===== src/rtl/load_store_unit.sv =====
// Load/store unit: single-outstanding byte/half/word access to a word-addressed
// data memory, with sign/zero extension, read-modify-write sub-word stores and fault reporting.
module load_store_unit #(
  parameter int BITSIZE = 32,
  parameter int AW      = 6
) (
  input  logic               clk,
  input  logic               rst,
  input  logic               req,
  input  logic               we,
  input  logic [2:0]         funct3,
  input  logic [31:0]        addr,
  input  logic [31:0]        wdata,
  output logic               ready,
  output logic               done,
  output logic [BITSIZE-1:0] rdata,
  output logic               fault,
  output logic [AW-1:0]      mem_addr,
  output logic [BITSIZE-1:0] mem_wdata,
  output logic               mem_write,
  output logic               mem_read,
  input  logic [BITSIZE-1:0] mem_rdata
);

  // One-hot so every handshake output is a single state flop.
  typedef enum logic [3:0] {
    IDLE = 4'b0001,
    RD   = 4'b0010,
    WR   = 4'b0100,
    DONE = 4'b1000
  } state_t;

  state_t state, state_n;

  logic               we_q;
  logic [2:0]         f3_q;
  logic [AW+1:0]      addr_q;
  logic [BITSIZE-1:0] wdata_q;
  logic [BITSIZE-1:0] rmw_q;
  logic               fault_q;

  logic               accept;
  logic               illegal;
  logic               misaligned;
  logic               req_fault;
  logic [7:0]         byte_sel;
  logic [15:0]        half_sel;
  logic [BITSIZE-1:0] load_val;
  logic [BITSIZE-1:0] merged;

  // Upper address bits alias onto the 64-word space and are intentionally dropped.
  logic unused_addr_bits;
  assign unused_addr_bits = ^addr[31:AW+2];

  assign accept = (state == IDLE) && req;

  // Request legality is judged on the live inputs so a fault skips memory entirely.
  always_comb begin
    // NOTE: every combinational output gets a default first so no path infers a latch.
    illegal    = 1'b0;
    misaligned = 1'b0;
    case (funct3)
      3'b000, 3'b100: misaligned = 1'b0;
      3'b001, 3'b101: misaligned = addr[0];
      3'b010:         misaligned = |addr[1:0];
      default:        illegal    = 1'b1;
    endcase
    if (we && funct3[2]) illegal = 1'b1;
  end

  assign req_fault = illegal | misaligned;

  // State register
  always_ff @(posedge clk or posedge rst) begin
    if (rst) begin
      state <= IDLE;
    end else begin
      // NOTE: sequential state uses non-blocking assignment so all flops update together.
      state <= state_n;
    end
  end

  // Next-state logic
  always_comb begin
    state_n = state;
    case (state)
      IDLE: begin
        if (req) begin
          if (req_fault)                  state_n = DONE;
          else if (!we)                   state_n = RD;
          else if (funct3[1:0] == 2'b10)  state_n = WR;
          else                            state_n = RD;
        end
      end
      RD:      state_n = we_q ? WR : DONE;
      WR:      state_n = DONE;
      DONE:    state_n = IDLE;
      default: state_n = IDLE;
    endcase
  end

  // Output logic: handshake strobes are direct one-hot flop bits.
  always_comb begin
    ready     = state[0];
    mem_read  = state[1];
    mem_write = state[2];
    done      = state[3];
    fault     = fault_q;
    mem_addr  = addr_q[AW+1:2];
    mem_wdata = '0;
    if (state == WR) mem_wdata = f3_q[1] ? wdata_q : merged;
  end

  // Lane selection and extension for loads, taken straight from the memory read data.
  always_comb begin
    byte_sel = mem_rdata[{addr_q[1:0], 3'b000} +: 8];
    half_sel = mem_rdata[{addr_q[1], 4'b0000} +: 16];
    case (f3_q)
      3'b000:  load_val = {{(BITSIZE-8){byte_sel[7]}}, byte_sel};
      3'b001:  load_val = {{(BITSIZE-16){half_sel[15]}}, half_sel};
      3'b100:  load_val = {{(BITSIZE-8){1'b0}}, byte_sel};
      3'b101:  load_val = {{(BITSIZE-16){1'b0}}, half_sel};
      default: load_val = mem_rdata;
    endcase
  end

  // Sub-word store: overlay the new lane on the word fetched during RD.
  always_comb begin
    merged = rmw_q;
    if (f3_q[0]) merged[{addr_q[1], 4'b0000} +: 16] = wdata_q[15:0];
    else         merged[{addr_q[1:0], 3'b000} +: 8] = wdata_q[7:0];
  end

  // Request capture and datapath registers
  always_ff @(posedge clk or posedge rst) begin
    if (rst) begin
      we_q    <= 1'b0;
      f3_q    <= 3'b000;
      addr_q  <= '0;
      wdata_q <= '0;
      rmw_q   <= '0;
      rdata   <= '0;
      fault_q <= 1'b0;
    end else begin
      if (accept) begin
        we_q    <= we;
        f3_q    <= funct3;
        addr_q  <= addr[AW+1:0];
        wdata_q <= wdata[BITSIZE-1:0];
        fault_q <= req_fault;
      end
      if (state == RD) begin
        if (we_q) rmw_q <= mem_rdata;
        else      rdata <= load_val;
      end
      if (state == DONE) fault_q <= 1'b0;
    end
  end

endmodule

===== config.mk =====
export PLATFORM = sky130hd
export DESIGN_NAME = load_store_unit
export DESIGN_NICKNAME = d
export VERILOG_FILES = /design/src/rtl/load_store_unit.sv
export SDC_FILE = /design/constraint.sdc
export NUM_CORES = 1
export LEC_CHECK = 0
export BUFFER_PORTS_ARGS = -buffer_cell sky130_fd_sc_hd__buf_4
export CAP_MARGIN = 20
export CORE_UTILIZATION = 55
export CTS_BUF_LIST = sky130_fd_sc_hd__clkbuf_16
export DETAILED_ROUTE_END_ITERATION = 6
export GPL_TIMING_DRIVEN = 1
export PLACE_DENSITY = 0.84
export SLEW_MARGIN = 30
export SYNTH_ARGS = -nofsm -noshare
export SYNTH_HDL_FRONTEND = slang
export SYNTH_SLANG_ARGS = --single-unit

===== constraint.sdc =====
create_clock -name clk -period 5.23 [get_ports clk]
set_input_delay 0.2615 -clock clk [delete_from_list [all_inputs] [get_ports clk]]
set_output_delay 0.2615 -clock clk [all_outputs]
set_load 0.03 [all_outputs]

==> results of run 1 <==
-- per-stage QoR --
stage	total power [W]	instance area, um^2
2_1_floorplan	0.00314	6070
3_3_place_gp	0.00365	7090
3_5_place_dp	0.00375	7100
4_1_cts	0.00484	7660
5_1_grt	0.00513	7670
6_report	0.00489	7670
-- cells in the mapped netlist (2+ instances only) --
library cell  number  area, um^2
or2_2              6        37.5
mux2i_1           10         100
nor4b_4            3        71.3
o21ai_0           13        65.1
or2_1             10        62.6
o221ai_1          16         140
nor2b_1           12        75.1
a21oi_1           41         205
nand2_1           45         169
o22ai_1           23         144
mux2_4             2        30.0
buf_6             10         113
mux2_2            71         800
a211oi_1           2        15.0
clkinv_1           2        7.51
clkbuf_2           3        15.0
ha_1               5        62.6
and4bb_2           2        25.0
buf_4              9        67.6
nor2_1            22        82.6
or3_1              7        43.8
nor3b_1            2        15.0
o31ai_1            7        52.6
a221oi_1          33         289
buf_2             14        70.1
dfrtp_1          112        2800
nor3_1            19        95.1
a311oi_1           7        61.3
mux2_1             5        56.3
inv_1             20        75.1
clkbuf_1          12        45.0
-- sequential cells by signal (all words and copies together), names as in the netlist --
signal,cells
we_q,1
rmw_q,32
fault,1
wdata_q,32
f3_q,3
addr_q,8
state,4
rdata,32
-- kinds of logic after synthesis --
group	after synthesis
and+or+nand+nor	137
adders and majority gates	5
DFF	113
AOI/OAI and AO/OA	149
muxes	88
buffers and inverters	72
-- worst max path at each step --
stage / start / endpoint / slack, ns
2_1_floorplan: rst / addr_q[0] / 1.98
3_3_place_gp: addr_q[1] / mem_wdata[5] / 2.03
3_5_place_dp: addr_q[1] / mem_wdata[6] / 1.98
4_1_cts: addr_q[1] / mem_wdata[6] / 1.53
5_1_grt: addr_q[1] / mem_wdata[6] / 1.22
6_report: addr_q[1] / mem_wdata[5] / 1.40
-- area by class of cell --
type	count	area, um^2	share of cell area [%]
clock buffer	17	425	5.54
sequential	113	2830	36.9
clock inverter	15	126	1.65
multi-input combinational	379	2840	37.0
inverter	23	88.8	1.16
timing repair buffer	158	1190	15.5
tap	136	170	2.22
-- worst reg2reg max path, cell delays in order (launching register included) --
cell and delay [ns]:
dfrtp_1 0.86, nor2b_1 0.59, nand2_2 0.53, o211ai_1 0.35, o22a_1 0.18
-- placed cells by master, fill, tap and decap left out, drive strengths merged, types with 2 or more instances in the layout --
master | netlist | final
a221oi | 33 | 33
o21ai | 13 | 13
bufinv | 0 | 2
ha | 5 | 5
buf | 34 | 157
nor4b | 3 | 3
a211oi | 2 | 2
o221ai | 16 | 16
clkbuf | 15 | 17
a311oi | 7 | 7
nor3 | 19 | 19
and4bb | 2 | 2
mux2i | 10 | 10
clkinvlp | 0 | 3
o22ai | 23 | 23
inv | 21 | 22
nor2b | 12 | 12
clkinv | 2 | 11
mux2 | 78 | 78
o31ai | 7 | 7
nand2 | 47 | 47
nor2 | 22 | 22
dfrtp | 112 | 112
nor3b | 2 | 2
or3 | 8 | 8
or2 | 17 | 17
a21oi | 42 | 42
-- layer usage --
layer	track usage [%]	part of all wire [%]	vias to the layer above
met1	41.6	40	2628
met3	7.17	8.8	47
met4	15.9	3.1	0
met5	0	0	-
li1	-	-	2344
met2	51.1	49	309
-- power groups by stage --
stage / Combinational [W] / Sequential, W / Clock [W]
final: 0.00205 / 0.00175 / 0.00108
after global routing: 0.00221 / 0.00179 / 0.00113
after CTS: 0.00203 / 0.00173 / 0.00108
after detailed placement: 0.00201 / 0.00173 / 0
after global placement: 0.00194 / 0.00171 / 0
after floorplan: 0.00135 / 0.00179 / 0
==> flow_summary.toml, run 1 <==
[run_status]
outcome = "finished clean"

[logic_synthesis]
synth_top_family_by_area = "compound AO/OA/AOI/OAI gates"
synth_xor_xnor_area_share_pct = 0
synthMuxAreaShare_pct = 16.2
yosys.area_share.simple_pct = 12.3
synth.distinct_cells = 50
syn_nets = 672
synth_flop_cell = "dfrtp_1"
yosys.area_share.adder_pct = 1.03
yosys_warnings = 0
synth_compound_area_share_pct = 17.0
synth_area_mm2 = 0.00607
ys_ff_latch = 113
async_reset_ff_share_pct = 100
synthCells = 564
ys_seq_area_share_pct = 46.6
synth_edf_count = 0
syn_avg_cell_area_um2 = 10.8

[drt]
drc_errors = 0
postRouteAntennaNets = 0
first_pass_iters = 6
wl_per_cell_um = 21.3
wl_um = 17900
drt_iter0_drc = 445
vias = 5328
vias_per_cell = 6.34

[clocking]
cts_resized = 0
cts-htree-levels = 4
cts.sinks = 113
cts_tree = "built"
ctsHoldBuffers = 1
numCtsBuffers = 17
clk_latency_ns = 0.42
cts_max_path_buffers = 2
cts_setup_buffers = 0
root_buffer = "clkbuf_16"
clk_pin_slew_ns = 0.05

[placed_design]
io_buffers = 153
place_ws_ns = 1.98
place_hpwl_um = 12600
dp.cells = 807
gp_congestion = 0.883

[floorplanning]
die_h_um = 107
initial_core_util_pct = 57.8
die_width_um = 107
die_area_mm2 = 0.0115
io_pins = 178
core_area_mm2 = 0.0105
num_rows = 37

[critical_path]
critPathLaunchType = "register"
path_class = "register to primary output"
required_ns = 4.97
cp.arrival_ns = 3.57
crit_path_max_incr_delay_ns = 0.86
critPathCaptureType = "primary output"
cp_top_family = "simple AND/OR/NAND/NOR gates"
crit_top_cell = "nor3_1"
cp.depth = 6
worst_r2r_startpoint = "addr_q[1]"
cp_max_fo = 21
r2r.worst_path.cells = 4
crit_chain = "inv_1 -> ha_1 -> nor3_1 -> a221oi_1 -> nor3_1 -> buf_4"
cpMaxStageDelayCell = "dfrtp_1"
reg2reg_to = "rdata[7]"
path_buf_inv = 2
regToRegSetupSlack_ns = 2.66

[grt]
grt_pass1_vias = 5174
overflow = 0
grt_start_max_net_pins = 86
grt_pass1_wl_um = 27400
grt_usage_pct = 32.2
antenna_found_initial = 0

[timing]
period_share_pct = 73.2
setup_tns_ns = 0
hold_ws_ns = 0.0582
setup_violations = 0
drv_slew = 0
fin_worst_skew_ns = 0.00814
finalWorstSetupSlack_ns = 1.40
relSlewSlack_pct = 34.5
hold_viol = 0
min_period_ns = 3.83
tightest_slew_ns = 0.975
max_freq_ghz = 0.261
rsz0062_at_grt = "no"

[final_layout]
fin_cells = 841
final_nets = 800
diodes = 0
fillers = 757
syn_to_final_growth_pct = 26.4
final_layout_size_suffix_gt1_share_pct = 39.7
final_core_util_pct = 73.0

[power]
pwr-share-clk_pct = 22.1
combPwrFrac_pct = 42.0
total_leakage_power_nw = 3.45
power.internal_w = 0.00286
switching_share_pct = 41.6
ir_drop_mv = 0.418
p_seq_share_pct = 35.9
power.density_mw_per_mm2 = 637
p_sw_w = 0.00203

[min_path]
holdPathStages = 2
hp-class = "primary input to register"
holdCritStartpoint = "wdata[5]"
min_to = "wdata_q[5]"

[flow_run]
max-cap-violations = 0
(Power assumes the default switching activity.)
==> inputs of run 2 (changes only) <==
CORE_UTILIZATION = 47   (was 55)
PLACE_DENSITY = 0.76   (was 0.84)
clock period = 3.1 ns   (was 5.23 ns; I/O delays follow)
==> run 2 against run 1 <==
Hold slack worse by 0.042 ns. Power increased by 75%. Non-clock buffer count increased by 63. Die area is 17% higher. Routed wire length grew 4.1%. Core utilization shrank 6.5 points. Count of clock-buffer cells in the layout unchanged. Combinational power increased by 78%. Clock power up 84%. Cell area up 9.4%. Sequential power is 66% higher. Sequential share of layout area fell by 3.2 points.
==> flow_summary.toml, run 2 (synthesized netlist as in run 1, its figures left out) <==
[min_path]
holdCritStartpoint = "mem_rdata[29]"
hp-class = "primary input to register"
min_to = "rmw_q[29]"
holdPathStages = 2

[timing]
max_freq_ghz = 0.339
fin_worst_skew_ns = 0.00840
rsz0062_at_grt = "no"
relSlewSlack_pct = 44.7
min_period_ns = 2.95
setup_tns_ns = 0
hold_viol = 0
setup_violations = 0
finalWorstSetupSlack_ns = 0.146
period_share_pct = 95.3
tightest_slew_ns = 0.826
drv_slew = 0

[critical_path]
worst_r2r_startpoint = "state[2]"
cp.arrival_ns = 2.80
crit_chain = "inv_1 -> ha_1 -> and4bb_2 -> a21oi_1 -> or2_2 -> a221oi_1 -> buf_4"
critPathLaunchType = "register"
critPathCaptureType = "primary output"
reg2reg_to = "rmw_q[15]"
path_class = "register to primary output"
worstSetupStartpoint = "addr_q[0]"
regToRegSetupSlack_ns = 1.02
cpMaxStageDelayCell = "and4bb_2"
required_ns = 2.94
r2r.worst_path.cells = 4
crit_path_max_incr_delay_ns = 0.43
cp_max_fo = 9

[clocking]
clk_latency_ns = 0.42
cts_max_path_buffers = 2
cts-htree-levels = 4
cts.sinks = 113
numCtsBuffers = 17
clk_pin_slew_ns = 0.05
cts_tree = "built"
root_buffer = "clkbuf_16"

[power]
power.density_mw_per_mm2 = 1020
ir_drop_mv = 0.727
p_total_w = 0.00854
total_leakage_power_nw = 3.75

[placed_design]
io_buffers = 153
gp_congestion = 0.893
place_ws_ns = 0.485
place_hpwl_um = 13200

[grt]
grt_usage_pct = 29.0
grt_start_max_net_pins = 47
antenna_found_initial = 0
grt_pass1_wl_um = 28800
overflow = 0
grt_pass1_vias = 5348

[final_layout]
syn_to_final_growth_pct = 38.3
final_core_util_pct = 66.5
layout_commonest_cell = "buf_4"
mostFrequentLayoutCells = "buf_4, dfrtp_1, mux2_2"
final_layout_size_suffix_gt1_share_pct = 38.2
fillers = 1022
reg_top3 = "rdata (32), rmw_q (32), wdata_q (32)"
final_nets = 863

[floorplanning]
die_area_mm2 = 0.0134
io_pins = 178
num_rows = 41
die_width_um = 116
initial_core_util_pct = 48.1
core_area_mm2 = 0.0126
die_h_um = 116

[drt]
wl_per_cell_um = 19.9
first_pass_iters = 5
vias_per_cell = 5.82
wl_met3_um = 1260
wl_um = 18700
vias = 5472
drc_errors = 0
wl_met2_um = 9190
postRouteAntennaNets = 0
routed.top_layer = "met4"
drt_iter0_drc = 552
wl_met1_um = 7800

[flow_run]
max-cap-violations = 0

[run_status]
outcome = "finished clean"
run 2: changes by cell type in the layout (fill, tap and decap cells not counted), sizes merged:
cell / delta
bufinv: +2
clkinv: -1
inv: -1
dlygate4sd3: +50
diode: +1
buf: +13
run 2: how the worst max path moves through the flow:
stage	endpoint	slack, ns
3_3_place_gp	mem_wdata[18]	0.56
4_1_cts	mem_wdata[18]	0.02
2_1_floorplan	mem_wdata[30]	0.42
3_5_place_dp	mem_wdata[18]	0.49
6_report	mem_wdata[21]	0.15
5_1_grt	mem_wdata[18]	0.04
run 2: per-layer routing:
metal	vias up	track usage, %
met5	-	0
li1	2476	-
met1	2695	38.3
met2	262	46.3
met4	0	12.9
met3	39	6.22
run 2: final cells by class:
class	instances	area, um^2	area share [%]
clock buffers	17	425	5.07
inverters	23	90.1	1.07
diodes	1	2.50	0.0298
flip-flops and latches	113	2830	33.7
well taps	172	215	2.56
clock inverters	15	174	2.07
multi-input cells	379	2850	33.9
repair buffers	221	1810	21.6
run 2: report_power, final:
part	switching [W]	internal (W)
Sequential	0.000701	0.00220
Clock	0.000668	0.00132
Combinational	0.00207	0.00159
run 2: metrics by stage:
stage | instance area, um^2 | cells | hold slack (ns)
after global routing | 8390 | 940 | -0.000892
after detailed placement | 7240 | 854 | 0.376
after CTS | 8340 | 936 | 0.000362
after floorplan | 6070 | 564 | 0.284
final | 8390 | 941 | 0.0164
after global placement | 7240 | 854 | 0.369
run 2: what timing repair did:
item / 4_1_cts / 5_1_grt
buffers inserted: 0 / 2
setup endpoints to repair: 0 / 11
hold buffers: 50 / 1
hold endpoints to repair: 90 / 1
gates resized for setup: 0 / 3
run 2: worst max-delay path: cells and delay by family, from the launching register on:
| kind | cells | cell delay (ns) |
|---|---|---|
| AOI/OAI and AO/OA | 2 | 0.46 |
| adders and majority gates | 1 | 0.42 |
| buffers and inverters | 2 | 0.39 |
| DFF | 1 | 0.37 |
| and+or+nand+nor | 2 | 0.73 |
